## src/rtl/dff_bank_arbiter_pkg.sv

```systemverilog
// Shared types and defaults for the register-bank write-port arbiter.
package dff_bank_arbiter_pkg;

    localparam int DEF_AW = 3;
    localparam int DEF_DW = 8;

    typedef enum logic {
        ST_IDLE   = 1'b0,
        ST_LOCKED = 1'b1
    } state_t;

    // Successor of requester index i in a ring of n requesters.
    function automatic logic [2:0] next_idx(input logic [2:0] i, input int unsigned n);
        return 3'((32'(i) + 32'd1) % n);
    endfunction

endpackage

```

## src/rtl/dff_bank_arbiter_if.sv

```systemverilog
// Request/grant and read bus between requesters and the bank arbiter.
interface dff_bank_arbiter_if #(
    parameter int N  = 4,
    parameter int DW = dff_bank_arbiter_pkg::DEF_DW,
    parameter int AW = dff_bank_arbiter_pkg::DEF_AW
);
    logic [N-1:0]    req;
    logic [N-1:0]    lock;
    logic [N*AW-1:0] waddr;
    logic [N*DW-1:0] wdata;
    logic [AW-1:0]   raddr;
    logic [N-1:0]    gnt;
    logic [DW-1:0]   rdata;
    logic            burst_active;
    logic [2:0]      owner;

    modport master (
        output req, lock, waddr, wdata, raddr,
        input  gnt, rdata, burst_active, owner
    );

    modport slave (
        input  req, lock, waddr, wdata, raddr,
        output gnt, rdata, burst_active, owner
    );
endinterface

```

## src/rtl/dff_bank_arbiter_word.sv

```systemverilog
// One bank word: DW-bit register with load enable, async active-low clear.
module dff_word #(
    parameter int DW = dff_bank_arbiter_pkg::DEF_DW
) (
    input  logic          Clk,
    input  logic          rst,
    input  logic          en,
    input  logic [DW-1:0] d,
    output logic [DW-1:0] q
);
    always_ff @(posedge Clk or negedge rst) begin
        if (!rst)
            q <= '0;
        else if (en)
            q <= d;
    end
endmodule

```

## src/rtl/dff_bank_arbiter.sv

```systemverilog
// Round-robin arbiter with bounded lock bursts; sole writer of a DFF register bank.
module dff_bank_arbiter
    import dff_bank_arbiter_pkg::*;
#(
    parameter int N         = 4,
    parameter int DW        = DEF_DW,
    parameter int AW        = DEF_AW,
    parameter int MAX_BURST = 4
) (
    input logic             Clk,
    input logic             rst,
    dff_bank_arbiter_if.slave bus
);
    localparam int CW    = $clog2(MAX_BURST) + 1;
    localparam int DEPTH = 1 << AW;

    state_t        state, state_nx;
    logic [2:0]    ptr, ptr_nx, own, own_nx;
    logic [CW-1:0] cnt, cnt_nx;
    logic [N-1:0]  req_rot, gnt_c;
    logic [2:0]    pick_rot, win;
    logic          any;

    // Rotate requests so ptr sits at bit 0, pick lowest, rotate the index back.
    always_comb begin
        req_rot  = '0;
        pick_rot = '0;
        any      = 1'b0;
        for (int unsigned j = 0; j < N; j++)
            req_rot[j] = bus.req[(j + 32'(ptr)) % N];
        for (int unsigned j = 0; j < N; j++) begin
            if (!any && req_rot[j]) begin
                any      = 1'b1;
                pick_rot = 3'(j);
            end
        end
        win = 3'((32'(pick_rot) + 32'(ptr)) % N);
    end

    always_comb begin
        gnt_c    = '0;
        state_nx = state;
        ptr_nx   = ptr;
        own_nx   = own;
        cnt_nx   = cnt;
        unique case (state)
            ST_IDLE: begin
                if (any) begin
                    gnt_c[win] = 1'b1;
                    ptr_nx     = next_idx(win, N);
                    own_nx     = win;
                    if (bus.lock[win] && MAX_BURST > 1) begin
                        state_nx = ST_LOCKED;
                        cnt_nx   = CW'(1);
                    end
                end
            end
            ST_LOCKED: begin
                if (bus.req[own]) begin
                    gnt_c[own] = 1'b1;
                    ptr_nx     = next_idx(own, N);
                    if (!bus.lock[own] || (32'(cnt) + 32'd1 == 32'(MAX_BURST))) begin
                        state_nx = ST_IDLE;
                        cnt_nx   = '0;
                    end else begin
                        cnt_nx = cnt + 1'b1;
                    end
                end else begin
                    state_nx = ST_IDLE;
                    cnt_nx   = '0;
                end
            end
            default: state_nx = ST_IDLE;
        endcase
    end

    always_ff @(posedge Clk or negedge rst) begin
        if (!rst) begin
            state <= ST_IDLE;
            ptr   <= '0;
            own   <= '0;
            cnt   <= '0;
        end else begin
            state <= state_nx;
            ptr   <= ptr_nx;
            own   <= own_nx;
            cnt   <= cnt_nx;
        end
    end

    // Grant is masked by reset so it drops without waiting for a clock edge.
    assign bus.gnt          = rst ? gnt_c : '0;
    assign bus.burst_active = (state == ST_LOCKED);
    assign bus.owner        = own;

    logic          we;
    logic [AW-1:0] wa;
    logic [DW-1:0] wd;

    always_comb begin
        wa = '0;
        wd = '0;
        for (int unsigned i = 0; i < N; i++) begin
            if (bus.gnt[i]) begin
                wa = bus.waddr[i*AW +: AW];
                wd = bus.wdata[i*DW +: DW];
            end
        end
    end

    assign we = |bus.gnt;

    logic [DW-1:0] bank [DEPTH];

    for (genvar k = 0; k < DEPTH; k++) begin : g_word
        dff_word #(.DW(DW)) u_word (
            .Clk (Clk),
            .rst (rst),
            .en  (we && (wa == AW'(k))),
            .d   (wd),
            .q   (bank[k])
        );
    end

    assign bus.rdata = bank[bus.raddr];

endmodule

```

## src/flat_wrapper.sv

```systemverilog
// flat-port wrapper written by rule: the top's interface ports become plain ports
module dff_bank_arbiter_flat import dff_bank_arbiter_pkg::*;
#(
    parameter int N         = 4,
    parameter int DW        = DEF_DW,
    parameter int AW        = DEF_AW,
    parameter int MAX_BURST = 4
)
  (Clk, rst, bus_req, bus_lock, bus_waddr, bus_wdata, bus_raddr, bus_gnt, bus_rdata, bus_burst_active, bus_owner);
  dff_bank_arbiter_if #(.N(N), .DW(DW), .AW(AW)) bus_i ();
  input logic Clk;
  input logic rst;
  input wire logic [$bits(bus_i.req)-1:0] bus_req;
  input wire logic [$bits(bus_i.lock)-1:0] bus_lock;
  input wire logic [$bits(bus_i.waddr)-1:0] bus_waddr;
  input wire logic [$bits(bus_i.wdata)-1:0] bus_wdata;
  input wire logic [$bits(bus_i.raddr)-1:0] bus_raddr;
  output wire logic [$bits(bus_i.gnt)-1:0] bus_gnt;
  output wire logic [$bits(bus_i.rdata)-1:0] bus_rdata;
  output wire logic [$bits(bus_i.burst_active)-1:0] bus_burst_active;
  output wire logic [$bits(bus_i.owner)-1:0] bus_owner;
  assign bus_i.req = bus_req;
  assign bus_i.lock = bus_lock;
  assign bus_i.waddr = bus_waddr;
  assign bus_i.wdata = bus_wdata;
  assign bus_i.raddr = bus_raddr;
  assign bus_gnt = bus_i.gnt;
  assign bus_rdata = bus_i.rdata;
  assign bus_burst_active = bus_i.burst_active;
  assign bus_owner = bus_i.owner;
  dff_bank_arbiter #(.N(N), .DW(DW), .AW(AW), .MAX_BURST(MAX_BURST)) u_core (.Clk(Clk), .rst(rst), .bus(bus_i));
endmodule
```

## config.mk

```make
export PLATFORM = sky130hd
export DESIGN_NAME = dff_bank_arbiter_flat
export DESIGN_NICKNAME = d
export VERILOG_FILES = /design/src/rtl/dff_bank_arbiter_pkg.sv /design/src/rtl/dff_bank_arbiter_if.sv /design/src/rtl/dff_bank_arbiter_word.sv /design/src/rtl/dff_bank_arbiter.sv /design/src/flat_wrapper.sv
export SDC_FILE = /design/constraint.sdc
export NUM_CORES = 1
export LEC_CHECK = 0
export CAP_MARGIN = 20
export CORE_UTILIZATION = 29
export DETAILED_ROUTE_END_ITERATION = 8
export PLACE_DENSITY = 0.5
export SETUP_SLACK_MARGIN = 0.05
export SYNTH_ARGS = -nofsm -noshare
export SYNTH_HDL_FRONTEND = slang
export SYNTH_SLANG_ARGS = --single-unit
export TNS_END_PERCENT = 30
```

## constraint.sdc

```tcl
create_clock -name Clk -period 3.7 [get_ports Clk]
set_clock_uncertainty 0.2 [all_clocks]
set_input_delay 0.555 -clock Clk [delete_from_list [all_inputs] [get_ports Clk]]
set_output_delay 0.555 -clock Clk [all_outputs]
set_load 0.03 [all_outputs]
```

==> impl_metrics.toml, run 1 <==
[run_status]
status = "finished, final reports clean"

[synth]
synth_cell_type_count = 59
synth_ff_type = "dfrtp_1"
synth_warnings = 0
async_flop_share = 1.00
syn_inst = 333
synth_top_cell_area_share = 0.431
synthTopCellsByArea = "dfrtp_1, mux2_2, mux4_2"
yosysTopAreaCell = "dfrtp_1"
seq_area_frac_synth = 0.431
synth.avg_cell_area_um2 = 12.6
ys_ff_latch = 72
syn-cell-area_um2 = 4180
synth_edf_count = 0
syn_nets = 393

[sta]
finalMaxSlewViolations = 0
relSlewSlack = 0.438
hold_ws_ps = 292
setup_violations = 0
tightest_slew_ps = 843
fin_crit_ps = 3500
rsz0062_at_grt = "false"
max_freq_ghz = 0.285
fin_crit_sh = 0.947
hold_violations = 0

[cells_and_area]
antennaDiodeCount = 0
fin_area_um2 = 5970
final_cell_mix = "dfrtp_1, mux2_2, buf_4"
fillers = 1341
final_util = 0.426
synthToLayoutAreaGrowth_pct = 42.6
drive_gt1_frac = 0.455
layoutNonFillerInstCount = 639
finalNetCount = 514
final_common_cell = "dfrtp_1"

[pwr]
powerDensity_nw_per_um2 = 933
leakagePower_nw = 2.63
max-vdd-ir-drop_mv = 0.375
p_total_mw = 5.56

[drt]
ant_nets = 0
via_per_inst = 5.07
drc = 0
via_count = 3239
avgRoutedWirePerCell_um = 18.5
drt_wl_total_um = 11800
drtPass1Iterations = 4
drtIter0Drc = 154

[clocking]
htreeDepth = 3
path_clk_slew_ps = 60
numCtsBuffers = 9
cts.sinks = 72
cts-root-buf = "clkbuf_16"
clk_latency_ps = 330
clk_path_buf_depth = 2
cts_tree = "built"

[placement]
dp_cells = 617
port_buffers = 71
gp_congestion = 0.762
dpl.hpwl_um = 8420
placed_cell_area_um2 = 5560

[min_path]
hp-class = "flip-flop to flip-flop"

[floorplanning]
start_util = 0.299
floorplan.die_area_um2 = 14900
pin_count = 73
fp.dieH_um = 122
core-area_um2 = 14000
fp-row-count = 43
die_w_um = 122

[global_routing]
track_usage = 0.172
grt_pass1_vias = 3368
grt_max_degree = 68
overflow = 0
grt_pass1_wl_um = 19000
antenna_found_initial = 0

[critical_path]
end_kind = "flip-flop"
cp.arrival_ps = 3520
critPathLaunchType = "flip-flop"
worstSetupPathType = "flip-flop to flip-flop"
cp_max_fo = 8
cp.required_ps = 3720

[flow_run]
drv_cap = 0
[worst max-delay path, stage by stage, from the launching register on]
cell	delay, ps
dfrtp_2	450
buf_4	160
buf_4	150
mux2_4	270
a32oi_4	230
buf_4	150
nand3_2	90
a31o_1	270
a211o_1	350
a32o_1	350
nor3b_4	230
buf_12	150
mux2_2	330
[through the flow]
| stage | setup TNS, ps | worst slack [ps] |
|---|---|---|
| after CTS | 0 | 91.7 |
| after floorplan | -634 | -79.3 |
| after global routing | 0 | 54.5 |
| final | 0 | 196 |
| after global placement | -31680 | -604 |
| after detailed placement | -31260 | -572 |
[power by group]
group          total [mW]  switching [mW]  internal [mW]  leakage [nW]
clock               0.842           0.333          0.509         0.145
combinational        3.41            1.64           1.77          1.54
sequential           1.31           0.206           1.10         0.947
[routing by layer]
metal  wire length, um  vias to the layer above  global-route usage
met5                 0                        -                   0
met4               113                        0              0.0442
met3               397                       10              0.0332
met2              6040                       62               0.293
met1              5240                     1660               0.224
li1                  -                     1507                   -
[synth_stat cells, drive strengths merged (2+ instances only)]
library cell  number
mux4              19
inv                8
a31oi              2
o211ai             2
nand2b             5
a21oi             22
and2               2
nor3               6
a32oi             11
o21a               2
nand2             19
ha                 3
o21ai              6
buf               11
a211o              2
xor2               2
nor2              17
dfrtp             72
nand4b             2
clkbuf             8
a21o               3
mux2              73
nand4              7
nor2b              2
nor3b              5
nand3              4
[kinds of logic after synthesis]
| family | share of synthesized area |
|---|---|
| AND/OR/NAND/NOR | 0.114 |
| other | 0.000897 |
| multiplexers | 0.300 |
| adder cells (fa/ha/maj) | 0.00897 |
| XOR/XNOR | 0.00628 |
| AO/OA/AOI/OAI | 0.112 |
| flip-flops | 0.431 |
| buffers and inverters | 0.0272 |
[repair_timing]
action / 4_1_cts / 5_1_grt
hold endpoints to repair: 9 / 0
hold buffers: 1 / 0
pin swaps: 8 / 8
resized for setup: 11 / 15
endpoints found under the setup margin: 68 / 66
buffers inserted: 4 / 1
[flip-flops by register name, summed over array words and instances (netlist names)]
| register | count |
|---|---|
| u_core.ptr | 2 |
| u_core.bus.burst_active | 1 |
| u_core.bus.owner | 2 |
| u_core.cnt | 3 |
| u_core.g_word.u_word.q | 64 |
[cell type report]
type / instances / area [um2] / area share
flip-flops and latches: 72 / 1800 / 0.302
well taps: 180 / 225 / 0.0378
clock inverters: 4 / 26.3 / 0.00440
multi-input cells: 234 / 2400 / 0.402
inverters: 8 / 32.5 / 0.00545
repair buffers: 129 / 1210 / 0.203
clock buffers: 12 / 267 / 0.0447
[final timing paths]
check                                                     to  depth (start not counted)  slack [ps]                          from
worst max-delay path            u_core.g_word[1].u_word.q[4]                         12         200                 u_core.ptr[0]
worst min-delay path            u_core.g_word[6].u_word.q[1]                          1         290  u_core.g_word[6].u_word.q[1]
worst max register to register  u_core.g_word[1].u_word.q[4]                         12         200                 u_core.ptr[0]
worst min register to register  u_core.g_word[6].u_word.q[1]                          1         290  u_core.g_word[6].u_word.q[1]
max in group asynchronous       u_core.g_word[5].u_word.q[7]                          3        1710                           rst
min in group asynchronous                      u_core.ptr[0]                          2         460                           rst
(Power assumes the default switching activity.)
==> inputs of run 2 (changes only) <==
ABC_AREA = 0   (was not set)
clock period = 3.1 ns   (was 3.7 ns; I/O delays follow)
==> run 2 against run 1 <==
Against the previous run:
- the flow now finishes with violations (setup timing)
- sequential cell count did not move
- non-clock buffer count increased by 7
- clock-buffer cell count is the same
- cell area increased by 5.2%
- setup slack lost 460 ps
- highest routed layer unchanged
- global-route usage shrank 0.67 points
- clock power grew 35%
- combinational power grew 28%
- register-to-register slack worse by 450 ps
- hold slack gained 9.2 ps
- die area stayed put
==> impl_metrics.toml, run 2 (synthesized netlist as in run 1, its figures left out) <==
[clocking]
cts_tree = "built"
path_clk_slew_ps = 60
cts.sinks = 72
htreeDepth = 3
clk_latency_ps = 330
clk_path_buf_depth = 2
cts-root-buf = "clkbuf_16"
numCtsBuffers = 9

[placement]
gp_congestion = 0.813
place_ws_ps = -1050
dpl.hpwl_um = 8420
placed_cell_area_um2 = 5690
port_buffers = 71

[critical_path]
r2r_slack_ps = -250
reg2reg_to = "u_core.g_word[2].u_word.q[7]"
critPathSlowestCell = "a32oi_4"
path_cells = "dlygate4sd2_1 > buf_4 > or2_2 > a32oi_4 > and2_1 > o211ai_1 > buf_4 > a211o_1 > a32oi_4 > nor3b_4 > buf_12 > mux2_4"
worstSetupPathType = "input port to flip-flop"
end_kind = "flip-flop"
cp.required_ps = 3120
cp_max_fo = 8
crit_buf_inv = 4
rr_startpoint = "u_core.ptr[0]"
cp.arrival_ps = 3380
crit_family = "compound AO/OA/AOI/OAI gates"
slowest_delay_ps = 320
rr_worst_depth = 13
critPathLaunchType = "input port"

[sta]
layout_setup_ws_ps = -261
fin_setup_tns_ps = -14540
max_freq_ghz = 0.298
fin_crit_ps = 3360
hold_ws_ps = 301
finalMaxSlewViolations = 0
hold_violations = 0
tightest_slew_ps = 706
relSlewSlack = 0.529
setup_violations = 68
fin_crit_sh = 1.08
rsz0062_at_grt = "true"

[cells_and_area]
drive_gt1_frac = 0.481
final_util = 0.449
reg.largest.list = "u_core.g_word.u_word.q: 64 flops, u_core.cnt: 3 flops"
antennaDiodeCount = 0
finalNetCount = 521
largest_reg_flops = 64
fin_area_um2 = 6280
synthToLayoutAreaGrowth_pct = 50.1
largest_register = "u_core.g_word.u_word.q"
final_cell_mix = "dfrtp_1, clkdlybuf4s50_1, buf_4"
final_common_cell = "dfrtp_1"

[floorplanning]
fp.dieH_um = 122
fp-row-count = 43
start_util = 0.299
floorplan.die_area_um2 = 14900
core-area_um2 = 14000
die_w_um = 122
pin_count = 73

[drt]
drtIter0Drc = 134
via_count = 3233
drc = 0
drtPass1Iterations = 4
via_per_inst = 5.00
avgRoutedWirePerCell_um = 18.1
ant_nets = 0
drt_wl_total_um = 11700

[global_routing]
antenna_found_initial = 0
track_usage = 0.166
overflow = 0
grt_max_degree = 56
grt_pass1_wl_um = 18400
grt_pass1_vias = 3421

[run_status]
failed_checks = "setup timing"
status = "finished with violations"

[pwr]
powerDensity_nw_per_um2 = 1120
leakagePower_nw = 2.76
max-vdd-ir-drop_mv = 0.392

[min_path]
worstHoldPathCells = 1
holdPathEnd = "u_core.g_word[2].u_word.q[2]"
hp-start = "u_core.g_word[2].u_word.q[2]"
hp-class = "flip-flop to flip-flop"

[flow_run]
drv_cap = 0
## run 2: cell types whose count changed in the layout (fill, tap and decap cells not counted), moves of 3 or more
cell | previous run | this run
mux2_4 | 9 | 32
mux2_2 | 61 | 41
buf_4 | 59 | 53
buf_6 | 3 | 9
a21oi_1 | 21 | 16
a21oi_2 | 1 | 6
clkbuf_2 | 3 | 0
dlygate4sd2_1 | 1 | 4
mux2_1 | 3 | 0
## run 2: cell type report
class	instances	area [um2]
Tap cell	180	225
Clock buffer	12	256
Multi-Input combinational cell	234	2510
Clock inverter	4	76.3
Inverter	8	37.5
Timing Repair Buffer	136	1360
Sequential cell	72	1800
Fill cell	1249	7710
## run 2: per-stage QoR
| step | cells | total power, mW |
|---|---|---|
| 2_1_floorplan | 333 | 4.05 |
| 3_3_place_gp | 623 | 5.46 |
| 3_5_place_dp | 623 | 5.51 |
| 4_1_cts | 645 | 6.99 |
| 5_1_grt | 646 | 7.49 |
| 6_report | 646 | 7.06 |
## run 2: repair_timing
action / in CTS / in global routing
hold buffers: 1 / 0
pin swaps: 14 / 10
setup buffers: 4 / 1
endpoints found under the setup margin: 74 / 71
gates cloned: 1 / 0
resized for setup: 34 / 23
endpoints found under the hold margin: 8 / 0
## run 2: layer usage
metal  vias to the layer above  wire (um)  GRT usage
met5                         -          0          0
li1                       1527          -          -
met3                        14        322     0.0342
met4                         0        180     0.0518
met1                      1649       5210      0.211
met2                        43       5990      0.281
## run 2: report_power, final
group	internal [mW]	switching [mW]
registers	1.32	0.249
clock network	0.750	0.389
logic	2.33	2.03
## run 2: worst max path at each step
| stage | startpoint | to | slack (ps) | depth (start not counted) |
|---|---|---|---|---|
| 6_report | bus_req[1] | u_core.g_word[5].u_word.q[1] | -260 | 12 |
| 3_3_place_gp | bus_req[0] | u_core.g_word[6].u_word.q[2] | -980 | 16 |
| 4_1_cts | u_core.ptr[0] | u_core.g_word[6].u_word.q[7] | -390 | 14 |
| 3_5_place_dp | bus_req[0] | u_core.g_word[6].u_word.q[6] | -1050 | 16 |
| 5_1_grt | bus_req[2] | u_core.g_word[6].u_word.q[7] | -420 | 15 |
| 2_1_floorplan | bus_req[0] | u_core.g_word[5].u_word.q[0] | -570 | 13 |
